`config.mk`:
```
export PLATFORM = sky130hd
export DESIGN_NAME = okim6295_banked_flat
export DESIGN_NICKNAME = d
export VERILOG_FILES = /design/src/rtl/okim6295_banked_if.sv /design/src/rtl/okim6295_banked.sv /design/src/flat_wrapper.sv
export SDC_FILE = /design/constraint.sdc
export NUM_CORES = 1
export LEC_CHECK = 0
export ABC_AREA = 1
export BUFFER_PORTS_ARGS = -buffer_cell sky130_fd_sc_hd__buf_2
export CAP_MARGIN = 25
export CORE_MARGIN = 4
export CORE_UTILIZATION = 40
export CTS_CLUSTER_SIZE = 14
export DETAILED_ROUTE_END_ITERATION = 10
export HOLD_SLACK_MARGIN = 0.02
export PLACE_DENSITY_LB_ADDON = 0.3
export SYNTH_ARGS = -nofsm -noshare
export SYNTH_HDL_FRONTEND = slang
export SYNTH_SLANG_ARGS = --single-unit
```
`constraint.sdc`:
```
create_clock -name clock -period 2.2 [get_ports clock]
set_input_delay 0.22 -clock clock [delete_from_list [all_inputs] [get_ports clock]]
set_output_delay 0.22 -clock clock [all_outputs]
set_load 0.02 [all_outputs]
```
`src/rtl/okim6295_banked_if.sv`:
```
// Bus bundle around the banked OKI ADPCM wrapper: CPU, bank, ROM, audio and core-side signals.
// Latency: none, this is wiring only.
// Backpressure: the ROM side is request/acknowledge (io_rom_rd held until io_rom_valid); the rest is strobed.
// Ports: slave = wrapper view, master = environment view (CPU, ROM arbiter, mixer, jt6295 core).
interface okim6295_banked_if #(
    parameter int BANK_WIDTH  = 4,
    parameter int AUDIO_WIDTH = 16
);
    // sound CPU bus
    logic                        io_cpu_wr;
    logic [7:0]                  io_cpu_din;
    logic [7:0]                  io_cpu_dout;
    // bank registers
    logic                        io_bank_wr;
    logic [1:0]                  io_bank_addr;
    logic [BANK_WIDTH-1:0]       io_bank_din;
    // ROM arbiter
    logic                        io_rom_rd;
    logic [16+BANK_WIDTH-1:0]    io_rom_addr;
    logic [7:0]                  io_rom_dout;
    logic                        io_rom_valid;
    // audio mixer
    logic                        io_audio_valid;
    logic [AUDIO_WIDTH-1:0]      io_audio_bits;
    // jt6295 core connection
    logic                        core_rst;
    logic                        core_cen;
    logic                        core_ss;
    logic                        core_wrn;
    logic [7:0]                  core_din;
    logic [7:0]                  core_dout;
    logic [17:0]                 core_addr;
    logic [7:0]                  core_rom_data;
    logic                        core_rom_ok;
    logic signed [13:0]          core_sound;
    logic                        core_sample;

    modport slave (
        input  io_cpu_wr, io_cpu_din, io_bank_wr, io_bank_addr, io_bank_din,
        input  io_rom_dout, io_rom_valid,
        input  core_dout, core_addr, core_sound, core_sample,
        output io_cpu_dout, io_rom_rd, io_rom_addr, io_audio_valid, io_audio_bits,
        output core_rst, core_cen, core_ss, core_wrn, core_din, core_rom_data, core_rom_ok
    );

    modport master (
        output io_cpu_wr, io_cpu_din, io_bank_wr, io_bank_addr, io_bank_din,
        output io_rom_dout, io_rom_valid,
        output core_dout, core_addr, core_sound, core_sample,
        input  io_cpu_dout, io_rom_rd, io_rom_addr, io_audio_valid, io_audio_bits,
        input  core_rst, core_cen, core_ss, core_wrn, core_din, core_rom_data, core_rom_ok
    );
endinterface

```
`src/rtl/okim6295_banked.sv`:
```
// Banked OKI ADPCM wrapper: fractional clock enable, NMK112-style ROM banking, ROM fetch FSM, gain/saturation.
// Latency: ROM address follows the core address by 1 cycle; audio sample is registered 1 cycle after core sample.
// Backpressure: io_rom_rd is held until io_rom_valid arrives for the current address; audio has none.
// Ports: clock, reset (async active-low), bus (slave modport of okim6295_banked_if).
module okim6295_banked #(
    parameter int                   CEN_WIDTH      = 16,
    parameter logic [CEN_WIDTH-1:0] CEN_INC        = 16'h10E5,
    parameter int                   BANK_WIDTH     = 4,
    parameter int                   PHRASE_BANKING = 1,
    parameter int                   AUDIO_WIDTH    = 16,
    parameter int                   GAIN_SHIFT     = 2
) (
    input  logic               clock,
    input  logic               reset,
    okim6295_banked_if.slave   bus
);
    localparam int EXT = AUDIO_WIDTH + GAIN_SHIFT;
    localparam int AW  = 16 + BANK_WIDTH;

    typedef enum logic {IDLE, REQ} state_t;

    // Release of reset is resynchronised; assertion stays asynchronous.
    logic rst_s1_q, rst_s2_q;
    always_ff @(posedge clock or negedge reset) begin
        if (!reset) begin
            rst_s1_q <= 1'b0;
            rst_s2_q <= 1'b0;
        end else begin
            rst_s1_q <= 1'b1;
            rst_s2_q <= rst_s1_q;
        end
    end

    // Fractional clock enable: carry out of the phase accumulator.
    logic [CEN_WIDTH-1:0] acc_q;
    logic                 cen_q;
    logic [CEN_WIDTH:0]   acc_sum;
    assign acc_sum = {1'b0, acc_q} + {1'b0, CEN_INC};

    always_ff @(posedge clock or negedge rst_s2_q) begin
        if (!rst_s2_q) begin
            acc_q <= '0;
            cen_q <= 1'b0;
        end else begin
            acc_q <= acc_sum[CEN_WIDTH-1:0];
            cen_q <= acc_sum[CEN_WIDTH];
        end
    end

    // Bank registers.
    logic [BANK_WIDTH-1:0] banks_q [4];
    always_ff @(posedge clock or negedge rst_s2_q) begin
        if (!rst_s2_q) begin
            for (int i = 0; i < 4; i++) banks_q[i] <= '0;
        end else if (bus.io_bank_wr) begin
            banks_q[bus.io_bank_addr] <= bus.io_bank_din;
        end
    end

    // Address mapping: the phrase table (below 0x400) is banked by A[9:8].
    logic [1:0]    page;
    logic [AW-1:0] mapped;
    always_comb begin
        page = bus.core_addr[17:16];
        if (PHRASE_BANKING != 0 && bus.core_addr < 18'h400) page = bus.core_addr[9:8];
        mapped = {banks_q[page], bus.core_addr[15:0]};
    end

    // ROM fetch FSM.
    state_t        state_q, state_d;
    logic [AW-1:0] rom_addr_q, rom_addr_d;
    logic          rom_rd_q, rom_rd_d;
    logic          rom_ok_q, rom_ok_d;
    logic [7:0]    rom_data_q, rom_data_d;

    always_comb begin
        state_d    = state_q;
        rom_addr_d = rom_addr_q;
        rom_rd_d   = rom_rd_q;
        rom_ok_d   = rom_ok_q;
        rom_data_d = rom_data_q;
        case (state_q)
            IDLE: begin
                if (mapped != rom_addr_q) begin
                    rom_addr_d = mapped;
                    rom_ok_d   = 1'b0;
                    rom_rd_d   = 1'b1;
                    state_d    = REQ;
                end
            end
            REQ: begin
                // A moving address restarts the fetch; an acknowledge in that
                // same cycle belongs to the old address and is dropped.
                if (mapped != rom_addr_q) begin
                    rom_addr_d = mapped;
                end else if (bus.io_rom_valid) begin
                    rom_data_d = bus.io_rom_dout;
                    rom_rd_d   = 1'b0;
                    rom_ok_d   = 1'b1;
                    state_d    = IDLE;
                end
            end
            default: state_d = IDLE;
        endcase
    end

    always_ff @(posedge clock or negedge rst_s2_q) begin
        if (!rst_s2_q) begin
            state_q    <= IDLE;
            rom_addr_q <= '0;
            rom_rd_q   <= 1'b0;
            rom_ok_q   <= 1'b0;
            rom_data_q <= '0;
        end else begin
            state_q    <= state_d;
            rom_addr_q <= rom_addr_d;
            rom_rd_q   <= rom_rd_d;
            rom_ok_q   <= rom_ok_d;
            rom_data_q <= rom_data_d;
        end
    end

    // Audio gain and saturation: overflow when the bits above the output
    // sign bit disagree with it.
    logic signed [EXT-1:0]       ext_sound, scaled;
    logic [GAIN_SHIFT:0]         top;
    logic [AUDIO_WIDTH-1:0]      audio_d;
    always_comb begin
        ext_sound = EXT'(bus.core_sound);
        scaled    = ext_sound <<< GAIN_SHIFT;
        top       = scaled[EXT-1:AUDIO_WIDTH-1];
        if (&top || ~|top)  audio_d = scaled[AUDIO_WIDTH-1:0];
        else if (top[GAIN_SHIFT]) audio_d = {1'b1, {(AUDIO_WIDTH-1){1'b0}}};
        else                audio_d = {1'b0, {(AUDIO_WIDTH-1){1'b1}}};
    end

    logic                   audio_valid_q;
    logic [AUDIO_WIDTH-1:0] audio_bits_q;
    always_ff @(posedge clock or negedge rst_s2_q) begin
        if (!rst_s2_q) begin
            audio_valid_q <= 1'b0;
            audio_bits_q  <= '0;
        end else begin
            audio_valid_q <= bus.core_sample;
            if (bus.core_sample) audio_bits_q <= audio_d;
        end
    end

    assign bus.core_rst       = ~reset;
    assign bus.core_cen       = cen_q;
    assign bus.core_ss        = 1'b1;
    assign bus.core_wrn       = ~bus.io_cpu_wr;
    assign bus.core_din       = bus.io_cpu_din;
    assign bus.io_cpu_dout    = bus.core_dout;
    assign bus.core_rom_data  = rom_data_q;
    assign bus.core_rom_ok    = rom_ok_q;
    assign bus.io_rom_rd      = rom_rd_q;
    assign bus.io_rom_addr    = rom_addr_q;
    assign bus.io_audio_valid = audio_valid_q;
    assign bus.io_audio_bits  = audio_bits_q;
endmodule

```
`src/flat_wrapper.sv`:
```
// flat-port wrapper written by rule: the top's interface ports become plain ports
module okim6295_banked_flat 
#(
    parameter int                   CEN_WIDTH      = 16,
    parameter logic [CEN_WIDTH-1:0] CEN_INC        = 16'h10E5,
    parameter int                   BANK_WIDTH     = 4,
    parameter int                   PHRASE_BANKING = 1,
    parameter int                   AUDIO_WIDTH    = 16,
    parameter int                   GAIN_SHIFT     = 2
)
  (clock, reset, bus_io_cpu_wr, bus_io_cpu_din, bus_io_bank_wr, bus_io_bank_addr, bus_io_bank_din, bus_io_rom_dout, bus_io_rom_valid, bus_core_dout, bus_core_addr, bus_core_sound, bus_core_sample, bus_io_cpu_dout, bus_io_rom_rd, bus_io_rom_addr, bus_io_audio_valid, bus_io_audio_bits, bus_core_rst, bus_core_cen, bus_core_ss, bus_core_wrn, bus_core_din, bus_core_rom_data, bus_core_rom_ok);
  okim6295_banked_if #(.BANK_WIDTH(BANK_WIDTH), .AUDIO_WIDTH(AUDIO_WIDTH)) bus_i ();
  input  logic clock;
  input  logic reset;
  input wire logic [$bits(bus_i.io_cpu_wr)-1:0] bus_io_cpu_wr;
  input wire logic [$bits(bus_i.io_cpu_din)-1:0] bus_io_cpu_din;
  input wire logic [$bits(bus_i.io_bank_wr)-1:0] bus_io_bank_wr;
  input wire logic [$bits(bus_i.io_bank_addr)-1:0] bus_io_bank_addr;
  input wire logic [$bits(bus_i.io_bank_din)-1:0] bus_io_bank_din;
  input wire logic [$bits(bus_i.io_rom_dout)-1:0] bus_io_rom_dout;
  input wire logic [$bits(bus_i.io_rom_valid)-1:0] bus_io_rom_valid;
  input wire logic [$bits(bus_i.core_dout)-1:0] bus_core_dout;
  input wire logic [$bits(bus_i.core_addr)-1:0] bus_core_addr;
  input wire logic [$bits(bus_i.core_sound)-1:0] bus_core_sound;
  input wire logic [$bits(bus_i.core_sample)-1:0] bus_core_sample;
  output wire logic [$bits(bus_i.io_cpu_dout)-1:0] bus_io_cpu_dout;
  output wire logic [$bits(bus_i.io_rom_rd)-1:0] bus_io_rom_rd;
  output wire logic [$bits(bus_i.io_rom_addr)-1:0] bus_io_rom_addr;
  output wire logic [$bits(bus_i.io_audio_valid)-1:0] bus_io_audio_valid;
  output wire logic [$bits(bus_i.io_audio_bits)-1:0] bus_io_audio_bits;
  output wire logic [$bits(bus_i.core_rst)-1:0] bus_core_rst;
  output wire logic [$bits(bus_i.core_cen)-1:0] bus_core_cen;
  output wire logic [$bits(bus_i.core_ss)-1:0] bus_core_ss;
  output wire logic [$bits(bus_i.core_wrn)-1:0] bus_core_wrn;
  output wire logic [$bits(bus_i.core_din)-1:0] bus_core_din;
  output wire logic [$bits(bus_i.core_rom_data)-1:0] bus_core_rom_data;
  output wire logic [$bits(bus_i.core_rom_ok)-1:0] bus_core_rom_ok;
  assign bus_i.io_cpu_wr = bus_io_cpu_wr;
  assign bus_i.io_cpu_din = bus_io_cpu_din;
  assign bus_i.io_bank_wr = bus_io_bank_wr;
  assign bus_i.io_bank_addr = bus_io_bank_addr;
  assign bus_i.io_bank_din = bus_io_bank_din;
  assign bus_i.io_rom_dout = bus_io_rom_dout;
  assign bus_i.io_rom_valid = bus_io_rom_valid;
  assign bus_i.core_dout = bus_core_dout;
  assign bus_i.core_addr = bus_core_addr;
  assign bus_i.core_sound = bus_core_sound;
  assign bus_i.core_sample = bus_core_sample;
  assign bus_io_cpu_dout = bus_i.io_cpu_dout;
  assign bus_io_rom_rd = bus_i.io_rom_rd;
  assign bus_io_rom_addr = bus_i.io_rom_addr;
  assign bus_io_audio_valid = bus_i.io_audio_valid;
  assign bus_io_audio_bits = bus_i.io_audio_bits;
  assign bus_core_rst = bus_i.core_rst;
  assign bus_core_cen = bus_i.core_cen;
  assign bus_core_ss = bus_i.core_ss;
  assign bus_core_wrn = bus_i.core_wrn;
  assign bus_core_din = bus_i.core_din;
  assign bus_core_rom_data = bus_i.core_rom_data;
  assign bus_core_rom_ok = bus_i.core_rom_ok;
  okim6295_banked #(.CEN_WIDTH(CEN_WIDTH), .CEN_INC(CEN_INC), .BANK_WIDTH(BANK_WIDTH), .PHRASE_BANKING(PHRASE_BANKING), .AUDIO_WIDTH(AUDIO_WIDTH), .GAIN_SHIFT(GAIN_SHIFT)) u_core (.clock(clock), .reset(reset), .bus(bus_i));
endmodule
```
==> results of run 1 <==
## what timing repair did
action,in CTS,in global routing
hold buffers,15,0
hold endpoints to repair,16,0
endpoints found under the setup margin,0,8
setup buffers,0,1
## layout make-up
| type | instances | area, µm² | share of cell area [%] |
|---|---|---|---|
| Multi-Input combinational cell | 227 | 1330 | 29.0 |
| Tap cell | 111 | 139 | 3.03 |
| Clock inverter | 6 | 90.1 | 1.97 |
| Inverter | 46 | 173 | 3.77 |
| Timing Repair Buffer | 117 | 693 | 15.1 |
| Clock buffer | 10 | 128 | 2.79 |
| Sequential cell | 81 | 2030 | 44.3 |
## sequential cells by signal (all words and copies together), names as in the netlist
name	cells
u_core.bus.io_audio_valid	1
u_core.banks_q	16
u_core.bus.io_audio_bits	14
u_core.bus.core_rom_data	8
u_core.acc_q	16
u_core.rst_s1_q	1
u_core.state_q	1
u_core.bus.core_cen	1
u_core.rst_s2_q	1
u_core.bus.core_rom_ok	1
u_core.bus.io_rom_addr	20
u_core.bus.io_rom_rd	1
## cells by family (layout without fill, tap and decap cells)
| kind of cell | after synthesis | after routing | synth area share [%] |
|---|---|---|---|
| and+or+nand+nor | 149 | 149 | 19.3 |
| buffers and inverters | 85 | 179 | 10.9 |
| DFF | 81 | 81 | 53.9 |
| AOI/OAI and AO/OA | 36 | 36 | 5.76 |
| xor gates and xnor gates | 23 | 23 | 5.36 |
| muxes | 14 | 14 | 4.20 |
| other | 2 | 4 | 0.200 |
| adders and majority gates | 1 | 1 | 0.333 |
## how the worst max path moves through the flow
stage	endpoint	slack, ns	cells after the start
3_5_place_dp	u_core.bus.core_rom_data[4]	0.009	15
6_report	u_core.bus.core_rom_data[4]	0.18	13
5_1_grt	u_core.bus.core_rom_data[6]	0.02	13
2_1_floorplan	u_core.bus.core_rom_data[7]	0.40	16
4_1_cts	u_core.bus.core_rom_data[4]	0.10	12
3_3_place_gp	u_core.bus.core_rom_data[5]	0.06	15
## layout by cell type (no fill, tap or decap), types with 2 or more instances in the layout
master,instances
nand2_1,75
conb_1,4
o21ai_2,8
mux2_2,14
dlygate4sd3_1,15
o21ai_0,19
nor3_1,4
dfrtp_1,80
nand3_2,4
or2_2,3
xor2_1,14
buf_12,2
bufinv_16,2
nand3b_1,2
clkbuf_8,9
nand2_4,2
nand2_2,2
nand3_1,36
o21ai_1,2
buf_2,99
inv_1,44
xnor2_1,9
nor2_4,2
nor2_1,14
a21oi_1,5
## per-stage QoR
stage | instances | setup WS [ns]
after CTS | 597 | 0.102
after global routing | 598 | 0.0217
after floorplan | 393 | 0.403
after detailed placement | 566 | 0.00888
after global placement | 566 | 0.0558
final | 598 | 0.179
## routing by layer
| layer | global-route usage [%] | vias to the layer above | routed length [µm] |
|---|---|---|---|
| met5 | 0 | - | 0 |
| met2 | 25.0 | 62 | 3760 |
| met1 | 16.8 | 1319 | 3120 |
| li1 | - | 1383 | - |
| met3 | 4.69 | 15 | 476 |
| met4 | 6.28 | 0 | 144 |
## worst register-to-register path: stages (launching register included)
cell and delay, ns:
dfrtp_1 0.40, xnor2_1 0.15, o21ai_0 0.11, nor3_1 0.16, nand2_1 0.11, nor2_2 0.20, nand3_2 0.13, nor2_4 0.16
nand4_4 0.10, buf_12 0.17, nand2_1 0.08, o21ai_2 0.05
## where the power goes
| part | leakage (nW) | internal (W) | switching, W |
|---|---|---|---|
| clock | 0.107 | 0.000643 | 0.000535 |
| combinational | 1.25 | 0.000204 | 0.000283 |
| sequential | 0.985 | 0.00159 | 0.0000837 |
| total | 2.34 | 0.00244 | 0.000902 |
==> flow_metrics.py, run 1 <==
metrics = {
    "run_status": {
        "status": "finished, final reports clean",
    },
    "synthesis": {
        "netlist.top_cell.by_area": "dfrtp_1",
        "synth-warning-count": 0,
        "synthesis.area_um2": 3760,
        "synth_most_common_cell": "dfrtp_1",
        "synth_top_area_share_pct": 53.9,
        "synth_ff_type": "dfrtp_1",
        "ys_ff_latch": 81,
        "syn_avg_cell_area_um2": 9.61,
        "synthArstFlopShare_pct": 100,
        "synth.distinct_cells": 33,
        "synth_cells": 391,
        "ys_seq_area_share_pct": 53.9,
        "netlist_top_cells_count": "dfrtp_1 (81), nand2_1 (75), inv_1 (44), nand3_1 (36), buf_4 (20)",
        "synth-edff-count": 0,
        "synthTopCellsByArea": "dfrtp_1 (54%), nand2_1 (7.5%), nand3_1 (4.8%)",
    },
    "drt": {
        "via_per_inst": 4.65,
        "post-route-drc-count": 0,
        "drt_pass1_iterations": 5,
        "ant_nets": 0,
        "dr_total_vias": 2779,
        "drtIter0Drc": 85,
        "wl_per_cell_um": 12.5,
        "wirelength_um": 7490,
    },
    "sta": {
        "finClkSkew_ns": 0.00896,
        "worst_slew_pin_slew_ns": 0.565,
        "final.min_clock_period_ns": 2.02,
        "period_share_pct": 91.9,
        "drv_slew": 0,
        "max_freq_mhz": 495,
        "fin_setup_tns_ns": 0,
        "rsz0062_at_grt": "false",
        "hold_violations": 0,
        "timing.hold.ws_ns": 0.0611,
        "slew_headroom_pct": 62.3,
        "setup_viol": 0,
    },
    "critical_path": {
        "r2r_setup_slack_ns": 0.30,
        "end_kind": "flip-flop",
        "reg2reg_depth": 11,
        "path_max_fanout": 17,
        "crit_type": "input pin to flip-flop",
        "critPathTopFamily": "simple AND/OR/NAND/NOR gates",
        "startpoint": "bus_core_addr[4]",
        "crit_chain": "dlygate4sd3_1 -> buf_2 -> xnor2_1 -> o21ai_0 -> nor3_1 -> nand2_1 -> nor2_2 -> nand3_2 -> nor2_4 -> nand4_4 -> buf_12 -> nand2_1 -> o21ai_2",
        "crit_top_cell": "nand2_1",
        "worst_ep_arrival_time_ns": 2.27,
        "critPathRequiredTime_ns": 2.45,
        "start_kind": "input pin",
        "critPathSlowestCell": "dlygate4sd3_1",
        "max_stage_delay_ns": 0.54,
        "rr_endpoint": "u_core.bus.core_rom_data[4]",
        "worst-path-buf-inv": 3,
        "reg2reg_from": "u_core.bus.io_rom_addr[4]",
    },
    "min_path": {
        "hold_path.class": "input pin to flip-flop",
        "hold_depth": 1,
        "min_to": "u_core.bus.io_rom_addr[9]",
        "min_from": "bus_core_addr[9]",
    },
    "placed_design": {
        "placed_area_um2": 4190,
        "port_buffers": 99,
        "gp_congestion": 0.780,
        "dp_hpwl_um": 5670,
    },
    "floorplanning": {
        "dieHeight_um": 105,
        "core_um2": 9200,
        "die_w_um": 105,
        "io_pins": 135,
        "fp-row-count": 35,
        "dieArea_um2": 11000,
        "start_util_pct": 40.9,
    },
    "final_layout": {
        "finish.net_count": 551,
        "diodes": 0,
        "fillers": 891,
        "final_layout_size_suffix_gt1_share_pct": 32.4,
        "post-route-util_pct": 49.8,
        "area_growth_syn_to_layout_pct": 21.9,
        "design_area_um2": 4580,
    },
    "global_routing": {
        "grt_first_pass_wirelength_um": 13100,
        "grt_pass1_vias": 2956,
        "track_usage_pct": 14.6,
        "grt_antenna_before_repair": 0,
        "grt_start_max_net_pins": 44,
        "overflow": 0,
    },
    "clock_tree": {
        "cts.sinks": 81,
        "cts_resized": 0,
        "cts_buffers": 9,
        "clockBufferDepth": 2,
        "insertion_delay_ns": 0.35,
        "cts_tree": "yes",
        "htree_num_levels": 3,
        "clockRootBuffer": "clkbuf_8",
        "clk_pin_slew_worst_paths_ns": 0.08,
    },
    "pwr": {
        "p_total_w": 0.00334,
        "p_leak_nw": 2.34,
        "power.density_nw_per_um2": 729,
        "ir_drop_mv": 0.314,
    },
    "flow_run": {
        "cap_violations": 0,
    },
}
(Power assumes the default switching activity.)
==> inputs of run 2 (changes only) <==
- ABC_AREA: 1 -> 0
==> run 2 against run 1 <==
Net effect: the run now ends with negative setup slack left; flip-flop and latch count is the same; sequential power is essentially flat; worst setup slack lost 0.35 ns; power fell by 0.97%; synthesized cell count decreased by 24%; global-route usage is 0.089 points higher; final area increased by 2.4%; non-clock buffer count rose by 25; via count is 7.2% lower; hold slack got worse by 0.0076 ns; count of clock-buffer cells in the layout increased by 1.
==> flow_metrics.py, run 2 <==
metrics = {
    "placed_design": {
        "gp_congestion": 0.821,
        "placed_area_um2": 4340,
        "port_buffers": 99,
        "dp_hpwl_um": 5750,
    },
    "drt": {
        "wl_per_cell_um": 14.7,
        "drt_pass1_iterations": 4,
        "via_per_inst": 4.92,
        "wirelength_um": 7680,
        "ant_nets": 0,
        "dr_total_vias": 2580,
        "drtIter0Drc": 52,
        "post-route-drc-count": 0,
    },
    "synthesis": {
        "synth.distinct_cells": 55,
        "synthesis.area_um2": 3690,
        "ys_ff_latch": 81,
        "synthArstFlopShare_pct": 100,
        "syn_avg_cell_area_um2": 12.5,
        "synth-warning-count": 0,
        "ys_seq_area_share_pct": 55.0,
        "netlist.top_cell.by_area": "dfrtp_1",
        "netlist_top_cells_count": "dfrtp_1 (81), mux2_2 (35), xor2_1 (22), buf_4 (20), clkbuf_1 (17)",
        "synth_ff_type": "dfrtp_1",
        "synth_top_area_share_pct": 55.0,
        "synth_cells": 296,
        "synth-edff-count": 0,
        "synth_most_common_cell": "dfrtp_1",
        "synthTopCellsByArea": "dfrtp_1 (55%), mux2_2 (11%), xor2_1 (5.2%)",
    },
    "final_layout": {
        "final_cell_mix": "buf_2 (99), dfrtp_1 (80), mux2_2 (35), buf_4 (33), xor2_1 (22)",
        "fillers": 792,
        "largest_reg_flops": 20,
        "finish.net_count": 480,
        "area_growth_syn_to_layout_pct": 27.2,
        "diodes": 0,
        "final_layout_size_suffix_gt1_share_pct": 49.3,
        "post-route-util_pct": 53.0,
        "multi_input_area_um2": 1450,
        "design_area_um2": 4690,
        "seq_area_um2": 2030,
        "layout_commonest_cell": "buf_2",
    },
    "clock_tree": {
        "cts_tree": "yes",
        "clockBufferDepth": 2,
        "cts_buffers": 9,
        "clockRootBuffer": "clkbuf_8",
        "cts.sinks": 81,
        "htree_num_levels": 3,
        "insertion_delay_ns": 0.35,
        "clk_pin_slew_worst_paths_ns": 0.08,
    },
    "sta": {
        "drv_slew": 0,
        "rsz0062_at_grt": "true",
        "period_share_pct": 108,
        "setup_viol": 9,
        "worst_slack_ns": -0.174,
        "finClkSkew_ns": 0.00968,
        "hold_violations": 0,
        "max_freq_mhz": 421,
        "final.min_clock_period_ns": 2.37,
    },
    "global_routing": {
        "grt_antenna_before_repair": 1,
        "overflow": 0,
        "grt_pass1_vias": 2684,
        "grt_start_max_net_pins": 55,
        "grt_first_pass_wirelength_um": 13000,
        "track_usage_pct": 14.7,
    },
    "floorplanning": {
        "dieHeight_um": 104,
        "fp-row-count": 34,
        "io_pins": 135,
        "die_w_um": 104,
        "core_um2": 8850,
        "start_util_pct": 41.7,
        "dieArea_um2": 10800,
    },
    "critical_path": {
        "start_kind": "input pin",
        "path_max_fanout": 8,
        "end_kind": "flip-flop",
        "critPathRequiredTime_ns": 2.43,
        "crit_type": "input pin to flip-flop",
        "worst_ep_arrival_time_ns": 2.61,
    },
    "pwr": {
        "p_total_w": 0.00331,
        "power.density_nw_per_um2": 705,
        "ir_drop_mv": 0.281,
        "p_leak_nw": 2.21,
    },
    "run_status": {
        "violations": "negative setup slack",
        "status": "complete, but fails checks",
    },
    "flow_run": {
        "cap_violations": 0,
    },
    "min_path": {
        "hold_path.class": "input pin to flip-flop",
    },
}
## run 2: changes by cell type after synthesis, moves of 15 or more
| cell | change |
|---|---|
| o21ai_0 | -15 |
| inv_1 | -36 |
| mux2_2 | +21 |
| nand3_1 | -27 |
| nand2_1 | -60 |
## run 2: critical path, stage by stage
cell,delay [ns]
buf_2,0.10
buf_4,0.14
nor4_4,0.26
buf_4,0.18
a31oi_4,0.10
buf_4,0.16
a211o_1,0.29
buf_4,0.14
buf_4,0.12
nand3_1,0.07
nor4b_4,0.27
nand4_4,0.22
mux2_4,0.34
## run 2: worst paths after layout
path	depth (start not counted)	from	end	slack, ns
worst max-delay path	13	bus_core_addr[14]	u_core.bus.core_rom_data[0]	-0.17
worst min-delay path	1	bus_core_addr[13]	u_core.bus.io_rom_addr[13]	0.05
worst max register to register	8	u_core.banks_q[1]	u_core.bus.core_rom_data[0]	-0.11
worst min register to register	0	u_core.rst_s2_q	u_core.bus.io_rom_addr[14]	0.23
max in group asynchronous	1	u_core.rst_s2_q	u_core.bus.io_rom_addr[19]	1.36
min in group asynchronous	2	reset	u_core.rst_s2_q	0.19
## run 2: routing by layer
layer	wire length, µm	GRT usage (%)
met1	3400	18.8
met2	3650	23.4
met3	437	4.03
met4	179	6.65
met5	7	0
## run 2: cell type report
cell class | instances | area share, %
sequential | 81 | 43.3
multi-input combinational | 168 | 30.9
timing repair buffer | 142 | 18.2
tap | 108 | 2.88
clock buffer | 11 | 2.80
clock inverter | 5 | 1.20
inverter | 9 | 0.720
## run 2: cells by family (layout without fill, tap and decap cells)
family          after synthesis  in the layout  synth area share (%)
compound gates               33             33                  7.60
mux                          37             37                  11.4
buf+inv                      49            167                  7.50
fa+ha+maj                     1              1                 0.339
simple gates                 63             63                  10.9
other cells                   2              4                 0.204
flops                        81             81                  55.0
xor+xnor                     30             30                  7.12
## run 2: per-stage QoR
step / instances / setup TNS [ns] / hold WS (ns) / setup WS (ns)
after CTS: 523 / -1.52 / 0.0359 / -0.202
after global placement: 496 / -4.97 / 0.0110 / -0.524
after global routing: 524 / -2.03 / 0.0418 / -0.247
after detailed placement: 496 / -5.53 / 0.0163 / -0.574
after floorplan: 298 / -2.87 / -0.0756 / -0.362
final: 524 / -1.25 / 0.0535 / -0.174
## run 2: power breakdown
| group | switching, W | leakage (nW) | internal [W] |
|---|---|---|---|
| clock network | 0.000540 | 0.0933 | 0.000524 |
| logic | 0.000286 | 1.14 | 0.000280 |
| registers | 0.0000776 | 0.970 | 0.00160 |
| total | 0.000903 | 2.21 | 0.00240 |
## run 2: timing repair
item | CTS | global route
pin swaps | 8 | 4
endpoints found under the setup margin | 10 | 11
hold buffers | 9 | 0
gates resized for setup | 7 | 3
buffers inserted | 2 | 1
hold endpoints to repair | 10 | 0
